File: src/rtl/merge3_rr.sv
// Three-to-one round-robin stream merger with bounded bursts and a single
// registered output stage; f_sel tags each beat with its source channel.
module merge3_rr #(
  parameter int width = 8,
  parameter int BURST = 4
) (
  input  logic             clk,
  input  logic             rst_n,
  input  logic             a_valid,
  input  logic [width-1:0] a_data,
  output logic             a_ready,
  input  logic             b_valid,
  input  logic [width-1:0] b_data,
  output logic             b_ready,
  input  logic             c_valid,
  input  logic [width-1:0] c_data,
  output logic             c_ready,
  output logic             f_valid,
  output logic [width-1:0] f_data,
  output logic [1:0]       f_sel,
  input  logic             f_ready
);

  localparam int CW = $clog2(BURST + 1);

  typedef enum logic {IDLE, OWN} state_t;

  state_t           state;
  logic [1:0]       owner;
  logic [1:0]       last;
  logic [CW-1:0]    burst_cnt;
  logic [CW-1:0]    cnt_inc;
  logic [2:0]       valids;
  logic [2:0]       pick;
  logic [1:0]       grant;
  logic             gvalid;
  logic             owner_valid;
  logic             arb;
  logic             can_load;
  logic             xfer;
  logic [width-1:0] gdata;

  // First valid channel strictly after l in the order a->b->c->a; bit 2 = hit.
  function automatic logic [2:0] rr_pick(input logic [1:0] l, input logic [2:0] v);
    logic [2:0] r;
    int         idx;
    r = 3'b000;
    for (int k = 1; k <= 3; k++) begin
      idx = (int'(l) + k) % 3;
      if (!r[2] && v[idx]) r = {1'b1, 2'(idx)};
    end
    return r;
  endfunction

  always_comb begin
    valids   = {c_valid, b_valid, a_valid};
    can_load = !f_valid || f_ready;
    case (owner)
      2'd0:    owner_valid = a_valid;
      2'd1:    owner_valid = b_valid;
      default: owner_valid = c_valid;
    endcase
    // A dropped owner falls back to the IDLE arbitration in the same cycle.
    arb  = (state == IDLE) || !owner_valid;
    pick = rr_pick(last, valids);
    if (arb) begin
      gvalid = pick[2];
      grant  = pick[1:0];
    end else begin
      gvalid = 1'b1;
      grant  = owner;
    end
    case (grant)
      2'd0:    gdata = a_data;
      2'd1:    gdata = b_data;
      default: gdata = c_data;
    endcase
    xfer    = can_load && gvalid;
    cnt_inc = burst_cnt + CW'(1);
    a_ready = rst_n && xfer && (grant == 2'd0);
    b_ready = rst_n && xfer && (grant == 2'd1);
    c_ready = rst_n && xfer && (grant == 2'd2);
  end

  always_ff @(posedge clk or negedge rst_n) begin
    if (!rst_n) begin
      state     <= IDLE;
      owner     <= 2'd0;
      last      <= 2'd2;
      burst_cnt <= '0;
      f_valid   <= 1'b0;
      f_data    <= '0;
      f_sel     <= 2'd0;
    end else begin
      if (xfer) begin
        f_valid <= 1'b1;
        f_data  <= gdata;
        f_sel   <= grant;
      end else if (f_ready) begin
        f_valid <= 1'b0;
      end

      if (can_load) begin
        if (arb) begin
          if (xfer) begin
            owner <= grant;
            last  <= grant;
            if (BURST == 1) begin
              state     <= IDLE;
              burst_cnt <= '0;
            end else begin
              state     <= OWN;
              burst_cnt <= CW'(1);
            end
          end else begin
            state     <= IDLE;
            burst_cnt <= '0;
          end
        end else if (cnt_inc == CW'(BURST)) begin
          state     <= IDLE;
          burst_cnt <= '0;
        end else begin
          burst_cnt <= cnt_inc;
        end
      end
    end
  end

endmodule

File: config.mk
export PLATFORM = sky130hd
export DESIGN_NAME = merge3_rr
export DESIGN_NICKNAME = d
export VERILOG_FILES = /design/src/rtl/merge3_rr.sv
export SDC_FILE = /design/constraint.sdc
export NUM_CORES = 1
export LEC_CHECK = 0
export ABC_AREA = 0
export CAP_MARGIN = 20
export CELL_PAD_IN_SITES_DETAIL_PLACEMENT = 1
export CELL_PAD_IN_SITES_GLOBAL_PLACEMENT = 2
export CORE_MARGIN = 2
export CORE_UTILIZATION = 30
export CTS_BUF_LIST = sky130_fd_sc_hd__clkbuf_8
export DETAILED_ROUTE_END_ITERATION = 8
export HOLD_SLACK_MARGIN = 0.12
export PLACE_DENSITY_LB_ADDON = 0.25
export SLEW_MARGIN = 20
export SYNTH_ARGS = -nofsm -noshare
export SYNTH_HDL_FRONTEND = slang
export SYNTH_SLANG_ARGS = --single-unit
File: constraint.sdc
create_clock -name clk -period 5.15 [get_ports clk]
set_input_delay 1.2875 -clock clk [delete_from_list [all_inputs] [get_ports clk]]
set_output_delay 1.2875 -clock clk [all_outputs]
set_load 0.05 [all_outputs]
* Word-level counts from Yosys, hierarchy flattened
Index checks and enable logic that the tools add are counted.
** Word-level totals
- Flip-flop bits (word level) :: 19
- Word-level logic and storage cells :: 65
** Operators by class
- Add/subtract/negate cells :: 4
- Divide/modulo/power cells :: 3
- Order comparisons :: 3
- Equal/unequal tests :: 4
- Muxes and demuxes :: 24
- Bitwise logic cells :: 1
- Reduce and logical (&&, ||, !) cells :: 19
** Operator list (number)
- $lt 32x4->1 const B :: 3
- $mod 32x3->32 const B :: 3
- $pmux 8 s2 :: 1
- $mux 3 :: 5
- $mux 1 :: 13
- $logic_and 1x1->1 :: 7
- $add 2x2->3 const B :: 2
- $bmux 1 s2 :: 3
- $eq 2x1->1 const B :: 2
- $logic_not 1->1 :: 4
- $logic_not 2->1 :: 2
- $reduce_bool 2->1 :: 2
- $add 2x1->3 const B :: 1
- $add 3x1->3 const B :: 1
- $eq 3x3->1 const B :: 1
- $reduce_and 3->1 :: 1
- $eq 2x2->1 const B :: 1
- $logic_or 1x1->1 :: 2
- $mux 2 :: 1
- $pmux 1 s2 :: 1
- $reduce_and 2->1 :: 1
- $not 1->1 :: 1

* Logic depth before layout (Yosys ltp)
- Depth in word-level cells :: 16
- Gate-level depth with buffers :: 9
- Mapped depth without buffers :: 8

* Worst setup path after synthesis
OpenSTA, ideal clock, no wires.
- Path type :: input to output
- Start point :: input a_valid
- End point :: output b_ready
- Data arrival time :: 3.309 ns
- Required time :: 3.863 ns
- Slack :: 0.553 ns
- Stages :: 7
- Buffers on the path :: 1
- Path through :: a21bo_2 -> a22oi_2 -> nor4b_4 -> nor2_2 -> buf_2 -> nand2_1 -> nor3_1
** Between the ends
- Longest elaborated chain between the ends :: 14
- Elaborated cells on any way between the ends :: 25
** RTL lines
- start: declaration :: RTL line 9 : input logic a_valid,
- $bmux 1 s2 :: RTL line 50 : if (!r[2] && v[idx]) r = {1'b1, 2'(idx)};
- $mux 1 (implied by the code) (2 in a row) :: RTL line 50
- $mux 3 :: RTL line 50
- $logic_not 1->1 :: RTL line 50
- $logic_and 1x1->1 :: RTL line 50
- $mux 3 :: RTL line 50
- $logic_not 1->1 :: RTL line 50
- $logic_and 1x1->1 :: RTL line 50
- $mux 3 :: RTL line 50
- $mux 1 :: RTL line 66 : if (arb) begin
- $logic_and 1x1->1 :: RTL line 78 : xfer = can_load && gvalid;
- $logic_and 1x1->1 :: RTL line 81 : b_ready = rst_n && xfer && (grant == 2'd1);
- $logic_and 1x1->1 (*) :: RTL line 81
- end: declaration :: RTL line 14 : output logic b_ready,
Every way passes the cells marked *; elsewhere a longest branch is shown, timed or not. The select of a mux whose other input is x is not followed.

* Worst setup path after layout
- Start point :: input b_valid
- End point :: output c_ready
** Between the ends
- Longest elaborated chain between the ends :: 14
- Elaborated cells on any way between the ends :: 25
** RTL lines
- start: declaration :: RTL line 12 : input logic b_valid,
- $bmux 1 s2 :: RTL line 50
- $mux 1 (implied by the code) (2 in a row) :: RTL line 50
- $mux 3 :: RTL line 50
- $logic_not 1->1 :: RTL line 50
- $logic_and 1x1->1 :: RTL line 50
- $mux 3 :: RTL line 50
- $logic_not 1->1 :: RTL line 50
- $logic_and 1x1->1 :: RTL line 50
- $mux 3 :: RTL line 50
- $mux 1 :: RTL line 66
- $logic_and 1x1->1 :: RTL line 78
- $logic_and 1x1->1 :: RTL line 82 : c_ready = rst_n && xfer && (grant == 2'd2);
- $logic_and 1x1->1 (*) :: RTL line 82
- end: declaration :: RTL line 17 : output logic c_ready,
Marked as above.

==> results.txt <==
----------------------------------------------------
[Clocking]
  Count of clock tree sinks ... 18
  Setup repair bufs after CTS ... 0
  Hold buffer count at CTS ... 0
  Clock root cell ... sky130_fd_sc_hd__clkbuf_8
  Latest clock arrival within the worst-skew pair ... 0.25 ns
  CTS Buffer Depth ... 2
  Total of cells resized after clock tree synthesis ... 0
  Number of buffers inserted during clock tree synthesis ... 3
  CTS tree ... done
  Clock-pin slew on the worst setup and hold paths ... 0.06 ns
  H-tree depth ... 1

[Pwr]
  Max VDD drop ... 0.354 mV
  Cell area power density ... 613 nW/um^2
  Leakage power total ... 0.762 nW
  Final Power ... 1.11 mW

[Detailed routing]
  Routed wire length per instance ... 15.9 um
  Number of nets still failing antenna checks after routing ... 0
  Via Count ... 1094
  Drt pass-1 iters ... 4
  Number of remaining DRC errors ... 0
  Via-to-Cell Ratio ... 5.04
  Total Wirelength ... 3.45 mm
  Initial DRC Count ... 33

[Placement]
  Total placed instance area ... 1770 um^2
  Post-placement cell count ... 213
  Placer's final routability congestion estimate ... 0.793
  Detailed placer's ending HPWL ... 2.74 mm
  Buffers added on ports ... 43

[Critical path]
  Required time of the worst setup path ... 3.86 ns
  Logic depth of the worst register-to-register path ... 9
  Critical path startpoint category ... input port
  Arrival time reported for the critical path endpoint ... 3.40 ns
  Setup Crit Path Kind ... input port to output pin
  Capture instance of the worst register-to-register path ... f_data[3]$_DFFE_PN0P_
  Biggest fanout along the worst timing path ... 10
  CP endpoint kind ... output pin
  Setup slack of the most critical reg-to-reg path ... 2.37 ns
  Beginning of the worst register-to-register path ... owner[0]$_DFFE_PN0P_

[STA]
  Slew margin rel. ... 0.540
  Shortest period the worst path allows ... 4.69 ns
  Setup repair after global routing missed its margin ... false
  Clock Skews ... 0.00497 ns
  Maximum achievable frequency ... 213 MHz
  Worst Tran Pin Value ... 0.686 ns
  Hold Fails Final Rpt ... 0
  Fin Setup TNS ... 0 ns
  Final setup viols ... 0
  Fin crit share ... 0.910
  Final Max Slew Viols ... 0

[GRT]
  Via count of the first global-routing pass ... 1157
  Pin count of the biggest net entering global routing ... 19
  Wire length of the first global-routing pass ... 5.50 mm
  Initial antenna violation count ... 0
  GRT Residual Overflow ... 0
  All-Layer GR Usage ... 0.159

[Run status]
  Status ... finished, final reports clean

[Synthesis]
  Ys flop type ... sky130_fd_sc_hd__dfrtp_1
  Post-synth design cell area ... 1250 um^2
  Cell types occupying the most area after synthesis ... sky130_fd_sc_hd__dfrtp_1 34%, sky130_fd_sc_hd__a221o_1 6.4%, sky130_fd_sc_hd__mux2_1 6.3%
  Mean area per synthesized cell ... 10.5 um^2
  Gate count after technology mapping ... 120
  Post-synth cell types ... 42
  Sequential cell area fraction in the yosys report ... 0.360
  Synth async-reset ratio ... 1.00
  Top-count cell post-synth ... sky130_fd_sc_hd__dfrtp_1
  Cell type with the highest aggregate area in the netlist ... sky130_fd_sc_hd__dfrtp_1
  #FFs+latches synth ... 18
  Number of synthesis warnings ... 0
  EDFF count, synth ... 0
  Most frequent cells after synthesis ... 17 x sky130_fd_sc_hd__dfrtp_1, 10 x sky130_fd_sc_hd__nor2b_1, 9 x sky130_fd_sc_hd__nand2_1
  Post-Synthesis Net Count ... 155
  Area share of the leading cell type in the synthesized netlist ... 0.339

[Worst hold path]
  Min-Delay Path Class ... flip-flop to flip-flop
  Hold Path Depth ... 1
  Endpoint of the worst hold path ... f_sel[0]$_DFFE_PN0P_
  Startpoint of the most critical hold path ... f_sel[0]$_DFFE_PN0P_

[Final layout]
  Final cell count without fillers ... 217
  Ratio of cells with drive above 1 in the final layout ... 0.138
  Number of antenna diodes ... 0
  Synthesis-to-finish area growth ... 44.9%
  Fill cell count ... 431
  Final nets ... 203
  Utilization after layout ... 0.454
  Area of all placed cells without fillers ... 1820 um^2

[Floorplan]
  Number of top-level design ports ... 44
  Cell Rows ... 23
  Chip Height ... 68.7 um
  Die X-Extent ... 68.7 um
  Initial standard-cell utilization of the core ... 0.314
  Die footprint ... 4720 um^2
  Core Region ... 4000 um^2

[Job]
  Max-cap violations ... 0

----------------------------------------------------
## worst max-delay path: stages
cell                              delay [ns]
sky130_fd_sc_hd__clkdlybuf4s50_1        0.53
sky130_fd_sc_hd__mux2_4                 0.33
sky130_fd_sc_hd__o211ai_4               0.32
sky130_fd_sc_hd__nand3_1                0.12
sky130_fd_sc_hd__o32a_1                 0.23
sky130_fd_sc_hd__nand3b_1               0.20
sky130_fd_sc_hd__nor2b_1                0.22
sky130_fd_sc_hd__buf_12                 0.17
## through the flow
stage | hold slack, ns | setup WS (ns)
after floorplan | 0.479 | 0.553
after global placement | 0.498 | 0.500
after detailed placement | 0.496 | 0.448
after CTS | 0.523 | 0.445
after global routing | 0.548 | 0.269
final | 0.517 | 0.464
## final cells by class
class	count	area (um^2)	area share
multi-input combinational	94	757	0.416
timing repair buffer	46	483	0.266
sequential	18	452	0.248
tap	50	62.6	0.0344
clock buffer	3	41.3	0.0227
inverter	5	18.8	0.0103
clock inverter	1	3.75	0.00206
## power by group
part / switching [mW] / internal [mW] / total [mW]
logic: 0.432 / 0.326 / 0.757
registers: 0.0484 / 0.208 / 0.257
clock network: 0.0476 / 0.0530 / 0.101
total: 0.528 / 0.587 / 1.11
## cell families after synthesis
kind of cell	after synthesis	share of synthesized area
DFF	18	0.360
xor gates and xnor gates	1	0.00698
and+or+nand+nor	45	0.218
buffers and inverters	8	0.0369
muxes	15	0.135
adders and majority gates	5	0.0499
AOI/OAI and AO/OA	28	0.193
## metal layers
layer	share of wire	track usage	vias to the layer above
met2	0.51	0.267	18
met4	0.0032	0.0300	0
met5	0	0	-
met1	0.45	0.206	538
li1	-	-	536
met3	0.041	0.0422	2
## registers in the layout, summed over array words and instances, names as in the netlist
name and count:
f_data 8, state 1, owner 2, burst_cnt 3, f_valid 1, last 1, f_sel 2
## placed cells by master, fill, tap and decap left out, drive strengths merged, types with 2 or more instances in the layout
master and count:
nor2b 10, clkbuf 3, nand2b 5, and2b 3, clkdlybuf4s50 40, nor2 6, a21boi 2, nor3 3
a221o 8, dfrtp 17, buf 6, o21ai 5, mux2 12, mux2i 3, nand3b 3, nand2 9
ha 5, inv 6, o211ai 2, o31ai 2
## how the worst max path moves through the flow
stage,startpoint,end,depth (start not counted)
2_1_floorplan,a_valid,b_ready,7
3_3_place_gp,b_valid,c_ready,8
3_5_place_dp,b_valid,c_ready,8
4_1_cts,b_valid,c_ready,8
5_1_grt,b_valid,c_ready,8
6_report,b_valid,c_ready,8
Note: power is estimated with default switching activity, not from simulation.
